File: src/rtl/resp_misr_pkg.sv
// rtl/resp_misr_pkg.sv - shared state encoding and default constants for the response MISR analyzer
package resp_misr_pkg;

  typedef enum logic [1:0] {
    IDLE    = 2'd0,
    FLUSH   = 2'd1,
    COMPACT = 2'd2,
    DONE    = 2'd3
  } state_e;

  localparam logic [15:0] DEF_POLY = 16'h1021;
  localparam logic [15:0] DEF_SEED = 16'h0000;

endpackage

File: src/rtl/misr_core.sv
// rtl/misr_core.sv - two-input multiple-input signature register datapath
module misr_core #(
  parameter int               SIG_W = 16,
  parameter logic [SIG_W-1:0] POLY  = SIG_W'(16'h1021),
  parameter logic [SIG_W-1:0] SEED  = '0
) (
  input  logic             clk_i,
  input  logic             rst_n_i,
  input  logic             load_i,
  input  logic             en_i,
  input  logic [1:0]       din_i,
  output logic [SIG_W-1:0] sig_o
);

  logic [SIG_W-1:0] sig_q, sig_d;

  // load has priority so a new run always starts from SEED
  always_comb begin
    sig_d = sig_q;
    if (load_i) begin
      sig_d = SEED;
    end else if (en_i) begin
      sig_d = {sig_q[SIG_W-2:0], 1'b0} ^ (sig_q[SIG_W-1] ? POLY : '0)
              ^ {{(SIG_W-2){1'b0}}, din_i};
    end
  end

  always_ff @(posedge clk_i) begin
    if (!rst_n_i) begin
      sig_q <= SEED;
    end else begin
      sig_q <= sig_d;
    end
  end

  assign sig_o = sig_q;

endmodule

File: src/rtl/resp_misr_analyzer.sv
// rtl/resp_misr_analyzer.sv - skips CUT flush cycles, compacts PO1/PO2 into a MISR, compares to golden
module resp_misr_analyzer
  import resp_misr_pkg::*;
#(
  parameter int               SIG_W     = 16,
  parameter logic [SIG_W-1:0] POLY      = SIG_W'(DEF_POLY),
  parameter logic [SIG_W-1:0] SEED      = SIG_W'(DEF_SEED),
  parameter int               CNT_W     = 16,
  parameter int               FLUSH_CYC = 2
) (
  input  logic             clk_i,
  input  logic             rst_n_i,
  input  logic             start_i,
  input  logic             abort_i,
  input  logic [CNT_W-1:0] num_cycles_i,
  input  logic [SIG_W-1:0] golden_sig_i,
  input  logic             po1_i,
  input  logic             po2_i,
  output logic             busy_o,
  output logic             done_o,
  output logic             pass_o,
  output logic [SIG_W-1:0] signature_o
);

  state_e           state_q;
  logic [CNT_W-1:0] cnt_q, fcnt_q;
  logic             busy_q, done_q, pass_q;
  logic [SIG_W-1:0] sig;
  logic [SIG_W-1:0] sig_fold;
  logic             misr_load, misr_en;

  assign misr_load = (state_q == IDLE) && start_i;
  assign misr_en   = (state_q == COMPACT) && !abort_i;

  misr_core #(
    .SIG_W (SIG_W),
    .POLY  (POLY),
    .SEED  (SEED)
  ) u_misr (
    .clk_i   (clk_i),
    .rst_n_i (rst_n_i),
    .load_i  (misr_load),
    .en_i    (misr_en),
    .din_i   ({po2_i, po1_i}),
    .sig_o   (sig)
  );

  // value the MISR takes on this edge, needed to grade the final compaction edge
  assign sig_fold = {sig[SIG_W-2:0], 1'b0} ^ (sig[SIG_W-1] ? POLY : '0)
                    ^ {{(SIG_W-2){1'b0}}, po2_i, po1_i};

  always_ff @(posedge clk_i) begin
    if (!rst_n_i) begin
      state_q <= IDLE;
      cnt_q   <= '0;
      fcnt_q  <= '0;
      busy_q  <= 1'b0;
      done_q  <= 1'b0;
      pass_q  <= 1'b0;
    end else if (state_q != IDLE && abort_i) begin
      state_q <= IDLE;
      busy_q  <= 1'b0;
      done_q  <= 1'b0;
      pass_q  <= 1'b0;
    end else begin
      case (state_q)
        IDLE: begin
          if (start_i) begin
            cnt_q  <= num_cycles_i;
            fcnt_q <= CNT_W'(FLUSH_CYC);
            pass_q <= 1'b0;
            busy_q <= 1'b1;
            if (FLUSH_CYC > 0) begin
              state_q <= FLUSH;
            end else if (num_cycles_i != '0) begin
              state_q <= COMPACT;
            end else begin
              state_q <= DONE;
              done_q  <= 1'b1;
              pass_q  <= (SEED == golden_sig_i);
            end
          end
        end
        FLUSH: begin
          fcnt_q <= fcnt_q - CNT_W'(1);
          if (fcnt_q == CNT_W'(1)) begin
            if (cnt_q == '0) begin
              state_q <= DONE;
              done_q  <= 1'b1;
              pass_q  <= (sig == golden_sig_i);
            end else begin
              state_q <= COMPACT;
            end
          end
        end
        COMPACT: begin
          cnt_q <= cnt_q - CNT_W'(1);
          if (cnt_q == CNT_W'(1)) begin
            state_q <= DONE;
            done_q  <= 1'b1;
            pass_q  <= (sig_fold == golden_sig_i);
          end
        end
        DONE: begin
          state_q <= IDLE;
          busy_q  <= 1'b0;
          done_q  <= 1'b0;
        end
        default: begin
          state_q <= IDLE;
          busy_q  <= 1'b0;
          done_q  <= 1'b0;
        end
      endcase
    end
  end

  assign busy_o      = busy_q;
  assign done_o      = done_q;
  assign pass_o      = pass_q;
  assign signature_o = sig;

endmodule

File: config.mk
export PLATFORM = sky130hd
export DESIGN_NAME = resp_misr_analyzer
export DESIGN_NICKNAME = d
export VERILOG_FILES = /design/src/rtl/resp_misr_pkg.sv /design/src/rtl/misr_core.sv /design/src/rtl/resp_misr_analyzer.sv
export SDC_FILE = /design/constraint.sdc
export NUM_CORES = 1
export LEC_CHECK = 0
export ABC_CLOCK_PERIOD_IN_PS = 2300
export CAP_MARGIN = 10
export CORE_MARGIN = 2
export CORE_UTILIZATION = 53
export CTS_BUF_LIST = sky130_fd_sc_hd__clkbuf_16
export CTS_CLUSTER_SIZE = 16
export DETAILED_ROUTE_END_ITERATION = 10
export GPL_TIMING_DRIVEN = 0
export PLACE_DENSITY = 0.8
export RECOVER_POWER = 25
export SLEW_MARGIN = 25
export SYNTH_ARGS = -nofsm -noshare
export SYNTH_HDL_FRONTEND = slang
export SYNTH_SLANG_ARGS = --single-unit
File: constraint.sdc
create_clock -name clk_i -period 2.3 [get_ports clk_i]
set_input_delay 0.345 -clock clk_i [delete_from_list [all_inputs] [get_ports clk_i]]
set_output_delay 0.345 -clock clk_i [all_outputs]
set_load 0.1 [all_outputs]
-- Word-level counts from Yosys, hierarchy flattened
Index checks and enable logic that the tools add are counted.
- output and inout bits: 19
- input bits: 38
- register bits after elaboration: 53
- word-level logic and storage cells: 65
- equality and inequality tests: 11
- $add $sub $neg: 2
- bitwise gates (word level): 5
- reduce and logical (&&, ||, !) cells: 19
- mux-type cells: 21
- operator list (cell ; number):
    case mux 16 bit (2 select lines) ; 2
    equality test 16 x 1 -> 1 bit, second input constant ; 2
    equality test 16 bit ; 2
    two-way mux 16 bit ; 2
    subtractor 16 x 1 -> 16 bit, second input constant ; 2
    logical NOT 16 bit ; 1
    XOR 16 x 13 -> 16 bit ; 1
    XOR 16 x 2 -> 16 bit ; 1
    two-way mux 13 bit ; 1
    two-way mux 1 bit ; 9
    AND reduction 3 bit ; 3
    case mux 2 bit (4 select lines) ; 1
    nonzero test 2 bit ; 4
    two-way mux 2 bit ; 3
    != test 2 bit, second input constant ; 3
    case mux 1 bit (3 select lines) ; 2
    AND reduction 5 bit ; 1
    equality test 2 bit, second input constant ; 2
    AND reduction 4 bit ; 1
    OR reduction 2 bit ; 2
    logical AND 1 bit ; 3
    NOT 1 bit ; 3
    nonzero test 3 bit ; 1
    equality test 2 x 1 -> 1 bit, second input constant ; 1
    other kinds (5) ; 5

-- Longest topological paths before layout
- word-level depth: 6
- gate-level depth with buffers: 9
- mapped depth without buffers: 7

-- By module
From an unflattened synthesis, not the netlist that was laid out.
- cell total of the unflattened synthesis: 366
- area total of the unflattened synthesis: 3093.0 um^2
- modules (own cells, without submodules) (module ; cells each ; times used ; area an instance (um^2) ; seq. area each (um^2)):
    resp_misr_analyzer ; 309 ; 1 ; 2474.9 ; 740.7
    misr_core ; 57 ; 1 ; 618.1 ; 320.3

-- Least setup slack after synthesis
OpenSTA, ideal clock, no wires.
- path kind: reg2reg
- start: reg u_misr.sig_q[11], in the netlist u_misr.sig_o[11]
- end: reg pass_q, in the netlist pass_o
- period minus slack after synthesis: 2.046 ns
- library setup time: 0.057 ns
- required time: 2.243 ns
- arrival: 1.989 ns
- slack: 0.254 ns
- buffers on the path: 0
- cell stages (with the launch flop): 6
- cell sequence: dfxtp_1 -> mux2i_1 -> xnor2_1 -> a2111oi_0 -> and3_1 -> a31o_2
- word-level cells in the longest chain between the ends: 5
- elaborated cells between the ends (all ways): 8
- classes of those cells: eq/ne: 2; mux: 4; bitwise: 2
- RTL lines (what ; line ; text):
    start, declared ; misr_core.sv:15 ; logic [SIG_W-1:0] sig_q, sig_d;
    start signal, assigned ; misr_core.sv:32 ; sig_q <= sig_d;
    XOR 16 x 13 -> 16 bit ; n/a ;
    XOR 16 x 2 -> 16 bit ; n/a ;
    equality test 16 bit ; resp_misr_analyzer.sv:101 ; pass_q <= (sig_fold == golden_sig_i);
    two-way mux 1 bit ; resp_misr_analyzer.sv:98 ; if (cnt_q == CNT_W'(1)) begin
    case mux 1 bit (3 select lines) (*) ; resp_misr_analyzer.sv:66 ; case (state_q)
    end signal, assigned ; resp_misr_analyzer.sv:80 ; pass_q <= (SEED == golden_sig_i);
    end signal, assigned ; resp_misr_analyzer.sv:90 ; pass_q <= (sig == golden_sig_i);
    end signal, assigned ; resp_misr_analyzer.sv:101 ;
    end, declared ; resp_misr_analyzer.sv:27 ; logic busy_q, done_q, pass_q;
Every way passes the cells marked *; elsewhere a longest branch is shown, timed or not. The select of a mux whose other input is x is not followed.
A chain may end at the register's enable or synchronous reset.

-- Final worst setup path
- start: reg u_misr.sig_q[4], in the netlist u_misr.sig_o[4]
- end: out signature_o[4]
- RTL lines (what ; line ; text):
    end, declared ; resp_misr_analyzer.sv:22 ; output logic [SIG_W-1:0] signature_o
No word-level cell between the ends.

==> impl_metrics.csv <==
group,metric,value,unit
run_status,status,"complete, no violations",
logic_synthesis,yosys.area.top_type,"dfxtp_1",
power_and_ir_drop,p_leak,0.00150,uW
setup_path,reg2reg_depth,9,
logic_synthesis,synth_cell_types,61,
flow_run,max_cap_viol_count,0,
logic_synthesis,synth_area_leaders,"dfxtp_1 32%, xnor2_1 7.6%, nand2_1 5.2%, a21oi_1 4.1%, nor2_1 3.8%",
logic_synthesis,synth-seq-area-share,31.9,%
die,die_x,83.2,um
sta,rsz0062_at_grt,"false",
clock_tree,root_buffer,"clkbuf_16",
setup_path,cpPeakStageDelay,1.18,ns
placement,io_buffers,56,
clock_tree,cts_max_path_buffers,2,
power_and_ir_drop,peakVddDrop,605,uV
finish,final_nets,510,
finish,syn2layout_area_growth,22.9,%
global_routing,grt_pass1_wl,13700,um
route,drtIter0Drc,237,
setup_path,path_delay_family,"buffers and inverters",
logic_synthesis,synth_ff_type,"dfxtp_1",
die,io_pins,57,
sta,drv_slew,0,
die,coreArea,5990,sq um
sta,setup_tns,0,ns
power_and_ir_drop,power-per-cell-area,1100,nW/um^2
finish,layout_commonest_cell,"dfxtp_1",
route,drc,0,
logic_synthesis,async_reset_ff_share,0,%
clock_tree,clock_sinks,53,
setup_path,cp.depth,1,
global_routing,grt_pass1_vias,2885,
logic_synthesis,synth_cells,399,
setup_path,cp_slowest_cell,"clkdlybuf4s50_1",
sta,worstMarginPinSlew,1.16,ns
finish,fillCellCount,520,
clock_tree,htreeDepth,2,
sta,skew,0.00490,ns
route,post_drt_wl_per_cell,15.2,um
sta,hold_viol,0,
die,num_rows,28,
die,die_area,6920,sq um
clock_tree,cts_tree,"yes",
route,drt_wl_total,8170,um
setup_path,critPathBufInv,1,
global_routing,grt_overflow_total,0,
logic_synthesis,synth_fp_nets,446,
setup_path,crit_fanout,5,
route,vias,3080,
logic_synthesis,synth_edf_count,0,
setup_path,path_cells,"clkdlybuf4s50_1",
sta,fin_crit_sh,97.9,%
min_path,hold_path_end,"busy_o$_SDFFE_PP0P_",
setup_path,startpoint,"u_misr.sig_o[4]$_SDFFE_PP0P_",
sta,timing.fmax,444,MHz
logic_synthesis,synth_area,3320,sq um
placement,place.gp.congestion,0.870,
setup_path,r2r-start,"state_q[0]$_SDFFE_PP0P_",
min_path,hp-start,"busy_o$_SDFFE_PP0P_",
setup_path,path_class,"reg2out",
logic_synthesis,synth-seq-cells,53,
min_path,min_path_type,"reg2reg",
finish,antenna_cells,0,
logic_synthesis,synth.avg_cell_area,8.33,sq um
sta,slew_headroom,22.9,%
finish,mostFrequentLayoutCells,"52 x dfxtp_1, 46 x nand2_1, 42 x clkdlybuf4s50_1",
setup_path,arrival,1.91,ns
logic_synthesis,yosys_warnings,0,
setup_path,cp-start-kind,"flip-flop",
clock_tree,clk_pin_slew,0.07,ns
route,via_per_inst,5.71,
global_routing,grt_util_all_layers,23.9,%
finish,drive_above_1_share,10.3,%
sta,finalWorstPathRequiredPeriod,2.25,ns
logic_synthesis,synth_top_area_share,31.9,%
setup_path,worst-r2r-setup-slack,0.15,ns
setup_path,cp_data_required_time,1.96,ns
die,initial_core_util,55.5,%
die,die_h,83.2,um
placement,dpl.hpwl,6090,um
sta,setup_viol_count_final,0,
setup_path,r2r_end,"pass_o$_SDFFE_PP0P_",
global_routing,antenna_found_initial,0,
setup_path,critPathCaptureType,"primary output",
clock_tree,numCtsBuffers,5,
global_routing,grt_max_degree,15,
clock_tree,cts_hold_buf,0,
route,firstDrtPassIters,5,
route,drtAntennaViolNets,0,
finish,finish.utilization,68.1,%
min_path,hold_depth,2,
clock_tree,worstSkewPairLatency,0.29,ns
## power by group
| part | switching (uW) | total [uW] | internal, uW |
|---|---|---|---|
| clock | 327 | 720 | 393 |
| sequential | 297 | 1450 | 1150 |
| combinational | 1370 | 2320 | 950 |
## layer usage
layer	share of wire [%]	wire length, um	up-vias	GRT usage, %
met1	45	3700	1431	30.5
met4	2.3	187	0	7.60
met5	0	0	-	0
li1	-	-	1530	-
met2	48	3920	100	41.0
met3	4.5	365	19	4.27
## what timing repair did
action	4_1_cts	5_1_grt
resized for setup	8	11
setup endpoints to repair	8	23
setup buffers	0	1
pin swaps	0	1
## kinds of logic (layout without fill, tap and decap cells)
logic type | count (synthesis) | in the layout | share of synthesized area, %
AO/OA/AOI/OAI | 99 | 99 | 20.6
XOR/XNOR | 37 | 37 | 9.76
adder cells (fa/ha/maj) | 9 | 9 | 3.39
buffers and inverters | 42 | 107 | 6.59
flip-flops | 53 | 53 | 31.9
multiplexers | 10 | 10 | 3.01
AND/OR/NAND/NOR | 149 | 149 | 24.7
## final cells by class
cell class	count	area [sq um]	area share, %
multi-input cells	304	2040	50.0
clock inverters	3	11.3	0.276
inverters	11	41.3	1.01
flip-flops and latches	53	1060	26.0
clock buffers	5	125	3.07
repair buffers	57	527	12.9
plain buffers	31	180	4.41
well taps	75	93.8	2.30
## sequential cells by signal, summed over array words and instances, names as in the netlist
register      cells
busy_o            1
pass_o            1
u_misr.sig_o     16
done_o            1
fcnt_q           16
cnt_q            16
state_q           2
## cells in the mapped netlist (2+ instances only)
cell type,number
xnor2_1,29
o31ai_1,3
nand4_1,7
buf_4,13
nand2b_1,3
a211oi_1,4
nand4b_1,2
and2_1,2
and3_1,3
nor2_1,34
nor4b_1,2
o211a_1,2
a31oi_1,3
a21oi_1,27
o21a_1,2
a21boi_0,7
mux2i_1,10
dfxtp_1,53
a21o_1,3
nor3_1,11
nor3_2,2
xor2_1,8
nor2b_1,11
o211ai_1,2
clkbuf_1,10
buf_1,3
nand3_1,5
ha_1,9
inv_1,11
nor4_1,6
or3_1,5
o221a_2,2
nor4_2,3
nand2_1,46
o21ai_0,25
buf_2,4
nor4_4,3
## stage by stage
step | worst slack [ns] | total power (uW) | cell area [sq um] | cells | hold WS [ns]
final | 0.0476 | 4490 | 4080 | 539 | 0.498
after global placement | 0.0997 | 3660 | 3980 | 530 | 0.477
after floorplan | 0.254 | 3200 | 3320 | 399 | 0.456
after CTS | 0.00766 | 4460 | 4100 | 538 | 0.501
after global routing | 0.00495 | 4810 | 4080 | 539 | 0.519
after detailed placement | 0.0751 | 3730 | 3980 | 530 | 0.485
## how the worst max path moves through the flow
stage / to / slack (ns)
after detailed placement: cnt_q[12]$_SDFFE_PN0P_ / 0.08
final: signature_o[4] / 0.05
after CTS: signature_o[13] / 0.008
after floorplan: pass_o$_SDFFE_PP0P_ / 0.25
after global routing: fcnt_q[4]$_SDFFE_PN0P_ / 0.005
after global placement: cnt_q[11]$_SDFFE_PN0P_ / 0.1
## worst min-delay path, stage by stage (launching register included)
cell and delay [ns]:
dfxtp_1 0.33, a21oi_1 0.06, nor2_1 0.07
Note: power is estimated with default switching activity, not from simulation.
